**config.mk**
```make
export PLATFORM = sky130hd
export DESIGN_NAME = ps2_scancode_decoder
export DESIGN_NICKNAME = d
export VERILOG_FILES = /design/src/rtl/ps2_scancode_decoder.sv
export SDC_FILE = /design/constraint.sdc
export NUM_CORES = 1
export LEC_CHECK = 0
export ABC_AREA = 1
export CORE_UTILIZATION = 50
export CTS_BUF_LIST = sky130_fd_sc_hd__clkbuf_4 sky130_fd_sc_hd__clkbuf_8
export DETAILED_ROUTE_END_ITERATION = 8
export DONT_BUFFER_PORTS = 1
export GPL_ROUTABILITY_DRIVEN = 1
export PLACE_DENSITY = 0.73
export SKIP_CTS_REPAIR_TIMING = 1
export SKIP_LAST_GASP = 1
export SLEW_MARGIN = 10
export SYNTH_ARGS = -nofsm -noshare
export SYNTH_HDL_FRONTEND = slang
export SYNTH_SLANG_ARGS = --single-unit
```
**constraint.sdc**
```tcl
create_clock -name CLK -period 5.65 [get_ports CLK]
set_input_delay 0.8475 -clock CLK [delete_from_list [all_inputs] [get_ports CLK]]
set_output_delay 0.8475 -clock CLK [all_outputs]
set_load 0.005 [all_outputs]
```
**src/rtl/ps2_scancode_decoder.sv**
```systemverilog
// ps2_scancode_decoder: folds PS/2 set-2 E0/F0 prefixes into key events and queues them.
// Frames are parity-checked; status bytes are discarded without disturbing prefix state.
module ps2_scancode_decoder #(
    parameter int DEPTH = 4
) (
    input  logic       CLK,
    input  logic       reset,
    input  logic       en,
    input  logic       rdy,
    input  logic [8:0] frame,
    input  logic       evt_rd,
    output logic       evt_valid,
    output logic [7:0] evt_code,
    output logic       evt_ext,
    output logic       evt_rel,
    output logic       parity_err,
    output logic       overflow
);
    localparam int AW = $clog2(DEPTH);
    typedef enum logic [1:0] {IDLE, EXT, BRK, EXT_BRK} state_t;
    state_t state, state_n;
    logic rdy_m, rdy_s, rdy_d, armed, pulse;
    logic [1:0] warm;
    logic [8:0] frame_q;
    logic [7:0] b;
    logic odd, status, push_req, push_ext, push_rel, full, empty, pop, push;
    logic [AW:0] wptr, rptr;
    logic [9:0] mem [DEPTH];
    // armed stays low until rdy is seen low after reset, so a level held across reset is not an edge
    always_ff @(posedge CLK or negedge reset) begin
        if (!reset) begin
            rdy_m   <= 1'b0;
            rdy_s   <= 1'b0;
            rdy_d   <= 1'b0;
            warm    <= 2'b00;
            armed   <= 1'b0;
            pulse   <= 1'b0;
            frame_q <= '0;
        end else begin
            rdy_m   <= rdy;
            rdy_s   <= rdy_m;
            rdy_d   <= rdy_s;
            warm    <= {warm[0], 1'b1};
            armed   <= armed | (warm[1] & ~rdy_s);
            pulse   <= rdy_s & ~rdy_d & armed & en;
            if (rdy_s & ~rdy_d) frame_q <= frame;
        end
    end
    assign b        = frame_q[7:0];
    assign odd      = ^frame_q;
    assign status   = b inside {8'h00, 8'hAA, 8'hEE, 8'hFA, 8'hFE, 8'hFF};
    assign push_ext = (state == EXT) || (state == EXT_BRK);
    assign push_rel = (state == BRK) || (state == EXT_BRK);
    always_comb begin
        state_n  = state;
        push_req = 1'b0;
        if (pulse) begin
            if (!odd) begin
                state_n = IDLE;
            end else if (!status) begin
                if (b == 8'hE0) begin
                    state_n = (state == EXT_BRK) ? EXT_BRK : EXT;
                end else if (b == 8'hF0) begin
                    state_n = push_ext ? EXT_BRK : BRK;
                end else begin
                    push_req = 1'b1;
                    state_n  = IDLE;
                end
            end
        end
    end
    assign empty = (wptr == rptr);
    assign full  = (wptr == {~rptr[AW], rptr[AW-1:0]});
    assign pop   = evt_rd & ~empty;
    assign push  = push_req & (~full | pop);
    always_ff @(posedge CLK or negedge reset) begin
        if (!reset) begin
            state      <= IDLE;
            wptr       <= '0;
            rptr       <= '0;
            parity_err <= 1'b0;
            overflow   <= 1'b0;
        end else begin
            state      <= state_n;
            parity_err <= pulse & ~odd;
            overflow   <= push_req & full & ~pop;
            if (push) wptr <= wptr + (AW+1)'(1);
            if (pop) rptr <= rptr + (AW+1)'(1);
        end
    end
    always_ff @(posedge CLK) begin
        if (push) mem[wptr[AW-1:0]] <= {push_ext, push_rel, b};
    end
    assign evt_valid = ~empty;
    assign {evt_ext, evt_rel, evt_code} = empty ? 10'h000 : mem[rptr[AW-1:0]];
endmodule
```
==> results of run 1 <==
power groups by stage:
stage	registers (uW)	logic, uW	clock network, uW
finish	627	401	467
floorplan	599	370	0
global route	634	464	495
global placement	633	390	0
detailed placement	636	402	0
CTS	626	404	477
logic make-up (layout without fill, tap and decap cells):
kind of cell	Yosys count	in the layout
mux	1	1
flops	66	66
compound gates	43	43
fa+ha+maj	17	17
other cells	1	1
buf+inv	47	53
xor+xnor	6	6
simple gates	106	106
layout make-up:
type | instances | area, sq um | share of cell area (%)
Multi-Input combinational cell | 174 | 1030 | 30.7
Inverter | 37 | 139 | 4.14
Clock inverter | 6 | 106 | 3.17
Clock buffer | 10 | 131 | 3.92
Tap cell | 75 | 93.8 | 2.80
Sequential cell | 66 | 1850 | 55.3
cell usage in the layout, fill, tap and decap left out, drive strengths merged:
cell type  synthesis  final
o22ai             10     10
ha                17     17
xor2               4      4
o21bai             1      1
nand3             12     12
a21oi             10     10
clkinv             0      2
xnor2              2      2
nand4              5      5
edfxtp            40     40
dfrtp             26     26
nor2              44     44
conb               1      1
bufinv             0      3
clkinvlp           0      1
nand2             44     44
inv               37     37
mux2               1      1
clkbuf             5     10
or2                1      1
o21ai             22     22
worst max-delay path, cell delays in order, from the launching register on:
cell	delay, ps
dfrtp_1	530
inv_1	350
nand2_1	110
a21oi_2	160
nand2_1	320
nand2_1	180
inv_2	50
worst max path at each step:
stage                           start                   to  slack, ps  cells after the start
2_1_floorplan  frame_q[0]$_DFFE_PN0P_  mem[0][0]$_DFFE_PP_       3660                      9
3_3_place_gp      rptr[1]$_DFFE_PN0P_          evt_code[7]       3210                      6
3_5_place_dp      rptr[1]$_DFFE_PN0P_          evt_code[0]       3130                      6
4_1_cts           rptr[1]$_DFFE_PN0P_          evt_code[0]       2740                      6
5_1_grt           rptr[1]$_DFFE_PN0P_          evt_code[1]       2580                      6
6_report          rptr[1]$_DFFE_PN0P_          evt_code[0]       2760                      6
sequential cells by signal, summed over array words and instances (netlist names):
signal,flops
armed,1
frame_q,9
mem,40
overflow,1
parity_err,1
pulse,1
rdy_d,1
rdy_m,1
rdy_s,1
rptr,3
state,2
warm,2
wptr,3
per-layer routing:
| layer | part of all wire [%] | wire [um] |
|---|---|---|
| met1 | 46 | 2330 |
| met2 | 48 | 2440 |
| met3 | 4.0 | 204 |
| met4 | 2.6 | 133 |
| met5 | 0 | 0 |
per-stage QoR:
| step | cell area [sq um] | hold slack (ps) | util (%) |
|---|---|---|---|
| final | 3350 | 197 | 56.6 |
| after global routing | 3350 | 175 | 56.6 |
| after CTS | 3350 | 182 | 56.6 |
| after detailed placement | 3110 | 340 | 52.6 |
| after global placement | 3110 | 336 | 52.6 |
| after floorplan | 3070 | 331 | - |
==> reports/metrics.csv, run 1 <==
stage;metric;value;unit
routing;Routed Antenna Nets;0;
layout;Antenna diodes;0;
place;dpl ws;3130;ps
synth;top-area cell type share of the netlist area;39.2;%
routing;DRC;0;
power_and_ir_drop;worst IR drop on VDD;260;uV
floorplan;# IOs;27;
routing;TritonRoute pass-1 iters;4;
clock_tree;cts bufs inserted;9;
synth;number of synthesized flops with an enable pin;40;
place;RePlAce Congestion;0.799;
routing;vias;1871;
synth;synth top area cells;edfxtp_1, dfrtp_1, ha_1;
setup_path;worst path required time;4800;ps
synth;Synth async-reset ratio;39.4;%
synth;Compound-Gate Fraction of Synth Area;7.63;%
synth;Synth Net Count;318;
sta;setup TNS;0;ps
synth;post-synthesis xor/xnor area fraction;1.71;%
global_route;number of global-route vias before repair;1783;
setup_path;reg2reg end;mem[0][8]$_DFFE_PP_;
power_and_ir_drop;leakage power;0.00143;uW
power_and_ir_drop;switching power summed over all nets;502;uW
sta;final hold viol count;0;
clock_tree;htree depth;3;
sta;Final min period;2890;ps
sta;measured slew at the worst slew-check pin;689;ps
sta;achievable frequency;0.346;GHz
routing;initial DRC count;78;
global_route;global route hottest layer;met2;
floorplan;DIE AREA;6450;sq um
global_route;M2 GR Usage;30.7;%
floorplan;row cnt;28;
synth;most common library cells after synthesis;edfxtp_1, nand2_1, nor2_1;
clock_tree;clk slew on worst S/H paths;70;ps
synth;Post-Synthesis Cell Area;3070;sq um
sta;part of the cycle the worst path needs;51.2;%
setup_path;Setup crit start kind;register;
power_and_ir_drop;sequential fraction of design power;42.0;%
power_and_ir_drop;Net Sw Frac;33.6;%
global_route;met3 GRT Util;3.75;%
setup_path;worst r2r src;frame_q[6]$_DFFE_PN0P_;
sta;unrepaired setup endpoints after global routing;no;
global_route;M1 GR Usage;21.3;%
flow_run;Max Cap Viol;0;
power_and_ir_drop;power share of the clock group;31.2;%
power_and_ir_drop;Comb power frac;26.8;%
power_and_ir_drop;pwr/cell area;446;nW/um^2
floorplan;die extent in y;80.3;um
place;PortBufs;0;
clock_tree;CTS tree;done;
layout;Post-Layout Cell Count;368;
setup_path;R2R cell count;7;
clock_tree;CTS Sinks;66;
setup_path;WS Path Type;reg -> out;
power_and_ir_drop;power after layout;1490;uW
setup_path;critical path capture point type;output port;
sta;Slew Limit Fails;0;
layout;layout cells sized above 1;14.3;%
setup_path;flop-to-flop setup slack;3230;ps
place;dpl hpwl;3430;um
sta;worst rel slew slack;54.1;%
synth;Post-Synth Simple-Gate Area;16.8;%
synth;mux share of post-synthesis cell area;0.367;%
layout;Area Overhead vs Synth;9.31;%
clock_tree;Root Buffer;clkbuf_8;
place;# placed instances;352;
synth;Seq cells post-synth;66;
routing;vias per cell;5.08;
layout;fin nets;319;
min_path;worst hold path class;in -> async;
global_route;initial antenna violation count;0;
power_and_ir_drop;cell internal pwr;992;uW
synth;area leader, netlist;edfxtp_1;
global_route;total global routing overflow;0;
floorplan;die width;80.3;um
setup_path;Arr. time, crit path;2040;ps
sta;setup ws final;2760;ps
layout;filler instances;475;
status;status;completed;
synth;sequential share of the synthesized area;60.4;%
routing;drt wl/cell;13.9;um
floorplan;Core Area;5920;sq um
clock_tree;clk_lat worst skew;340;ps
setup_path;CP max FO;13;
clock_tree;Max Root-Sink Buffers;2;
synth;synthesized instance count;287;
synth;Adder-Cell Fraction of Synth Area;6.94;%
synth;Yosys warning count;0;
synth;Unique masters post-synth;29;
floorplan;Starting Density;51.8;%
sta;skew final;8.97;ps
sta;Final setup viols;0;
synth;largest family of logic cells by synthesized area;simple AND/OR/NAND/NOR gates;
routing;final wirelength;5110;um
global_route;first-pass GRT wire length;8250;um
global_route;GR Util All Layers;18.2;%
synth;Main synth FF type;edfxtp_1;
global_route;largest net degree at the start of global routing;27;
synth;Synth Area per Inst;10.7;sq um
Note: power is estimated with default switching activity, not from simulation.
==> run 2, diff against run 1 <==
- PLACE_DENSITY: 0.73 -> 0.76
- clock period: 5.65 -> 2.4 ns (I/O delays scaled with it)
==> reports/metrics.csv, run 2 (same netlist as run 1, synthesis figures left out) <==
stage;metric;value;unit;change
clock_tree;clk slew on worst S/H paths;70;ps;about the same
sta;Final min period;2210;ps;
sta;worst rel slew slack;63.8;%;+9.8 points
floorplan;die width;80.3;um;unchanged
setup_path;CP max FO;10;;-3
setup_path;flop-to-flop setup slack;190;ps;-3040 ps
routing;Routed Antenna Nets;0;;unchanged
global_route;first-pass GRT wire length;8780;um;+6.5%
sta;Slew Limit Fails;0;;unchanged
setup_path;WS Path Type;reg -> reg;;
setup_path;R2R cell count;11;;+4
floorplan;row cnt;28;;unchanged
setup_path;Arr. time, crit path;2250;ps;+210 ps
setup_path;Setup crit start kind;register;;
clock_tree;clk_lat worst skew;340;ps;about the same
routing;DRC;0;;unchanged
layout;FF+latch area;1850;sq um;unchanged
floorplan;die extent in y;80.3;um;unchanged
global_route;largest net degree at the start of global routing;27;;unchanged
sta;setup TNS;0;ps;unchanged
power_and_ir_drop;leakage power;0.00146;uW;+2.5%
sta;setup ws final;191;ps;-2570 ps
setup_path;CP top delay family;simple AND/OR/NAND/NOR gates;;
power_and_ir_drop;pwr/cell area;997;nW/um^2;+120%
setup_path;CP Buf/Inv Count;3;;+1
power_and_ir_drop;worst IR drop on VDD;559;uV;+120%
status;status;completed;;
sta;measured slew at the worst slew-check pin;541;ps;-148 ps
floorplan;DIE AREA;6450;sq um;unchanged
setup_path;most frequent CP cell;nand2_1;;
routing;drt wl/cell;14.1;um;+1.2%
clock_tree;Max Root-Sink Buffers;2;;unchanged
sta;Final setup viols;0;;unchanged
layout;final core area utilization;57.4;%;+0.76 points
flow_run;Max Cap Viol;0;;unchanged
setup_path;worst r2r src;frame_q[1]$_DFFE_PN0P_;;
setup_path;worst path cell trace;inv_1 > ha_1 > inv_2 > nand2_1 > nand3_1 > nand2_1 > nand2_2 > nand2_4 > nand3_4 > nor2_2 > buf_4;;
global_route;global route hottest layer;met2;;
layout;area of the multi-input gates;1030;sq um;unchanged
routing;final wirelength;5310;um;+4.0%
setup_path;critical path capture point type;register;;
setup_path;crit path from;frame_q[1]$_DFFE_PN0P_;;
place;PortBufs;0;;unchanged
clock_tree;cts bufs inserted;9;;unchanged
sta;unrepaired setup endpoints after global routing;no;;
setup_path;CP max stage cell;dfrtp_1;;
setup_path;worst path required time;2440;ps;-2360 ps
layout;most frequent cells in the layout;nand2_1, edfxtp_1, nor2_1, inv_1, dfrtp_1;;
clock_tree;CTS Sinks;66;;unchanged
global_route;M2 GR Usage;31.3;%;+0.60 points
clock_tree;htree depth;3;;unchanged
setup_path;reg2reg end;mem[0][9]$_DFFE_PP_;;
global_route;M1 GR Usage;22.8;%;+1.5 points
floorplan;Core Area;5920;sq um;unchanged
sta;achievable frequency;0.453;GHz;
routing;vias per cell;5.11;;+0.58%
layout;Antenna diodes;0;;unchanged
min_path;Worst Hold Launch;rdy;;
layout;fin nets;329;;+3.1%
floorplan;Starting Density;51.8;%;unchanged
global_route;total global routing overflow;0;;unchanged
global_route;number of global-route vias before repair;1886;;+5.8%
global_route;initial antenna violation count;0;;unchanged
layout;Area Overhead vs Synth;10.8;%;
layout;layout cells sized above 1;16.8;%;+2.5 points
min_path;hold endpoint;rdy_m$_DFF_PN0_;;
floorplan;# IOs;27;;unchanged
global_route;GR Util All Layers;19.2;%;+1.0 points
layout;Largest register FFs;40;;unchanged
layout;filler instances;488;;+2.7%
place;dpl hpwl;3700;um;+7.8%
min_path;worst hold path class;in -> reg;;
clock_tree;CTS tree;done;;
routing;initial DRC count;148;;+90%
clock_tree;Root Buffer;clkbuf_8;;
setup_path;max incr delay on CP;490;ps;-40 ps
routing;TritonRoute pass-1 iters;4;;unchanged
sta;part of the cycle the worst path needs;92.0;%;
place;dpl ws;243;ps;-2890 ps
sta;skew final;6.35;ps;-2.63 ps
sta;final hold viol count;0;;unchanged
min_path;WHS Path Cells;0;;
global_route;met3 GRT Util;5.11;%;+1.4 points
routing;vias;1933;;+3.3%
place;RePlAce Congestion;0.806;;+0.94%
## run 2: cell count changes in the layout (fill, tap and decap cells not counted)
cell / before / now
buf_4: 0 / 8
buf_12: 0 / 1
clkinv_4: 0 / 1
dlygate4sd3_1: 0 / 1
clkbuf_4: 1 / 0
bufinv_16: 3 / 1
inv_6: 0 / 1
clkinv_2: 1 / 2
## run 2: worst max path at each step
| stage | to | slack [ps] | cells after the start |
|---|---|---|---|
| floorplan | mem[0][0]$_DFFE_PP_ | 410 | 9 |
| global placement | mem[0][5]$_DFFE_PP_ | 330 | 8 |
| detailed placement | mem[0][5]$_DFFE_PP_ | 240 | 8 |
| CTS | evt_code[6] | 170 | 5 |
| global route | evt_code[7] | 50 | 5 |
| finish | mem[0][9]$_DFFE_PP_ | 190 | 11 |
## run 2: power breakdown
| part | total [uW] | leakage, uW | internal (uW) | switching [uW] |
|---|---|---|---|---|
| Sequential | 1450 | 0.000660 | 1310 | 137 |
| Combinational | 1040 | 0.000706 | 358 | 680 |
| Clock | 899 | 0.0000970 | 477 | 422 |
| Total | 3390 | 0.00146 | 2150 | 1240 |
## run 2: metal layers
layer	wire length, um	share of wire (%)
met5	0	0
met4	102	1.9
met3	257	4.8
met2	2580	49
met1	2370	45
## run 2: area by class of cell
class	count	area share, %
clock inverters	7	2.03
inverters	37	4.09
clock buffers	9	3.65
well taps	75	2.76
flip-flops and latches	66	54.5
multi-input cells	174	30.3
repair buffers	10	2.65
## run 2: stage by stage
step                      hold WS, ps  area (sq um)  instances  power, uW
after floorplan                  64.4          3070        287       2280
after global placement           65.3          3170        360       2460
after detailed placement         65.1          3170        360       2500
after CTS                        -312          3370        376       3400
after global routing             29.1          3400        378       3630
final                            46.5          3400        378       3390
==> run 3, diff against run 2 <==
- ABC_CLOCK_PERIOD_IN_PS: default -> 2400
==> results of run 3 <==
The final DEF is identical to that of run 2; final timing and power are the same.
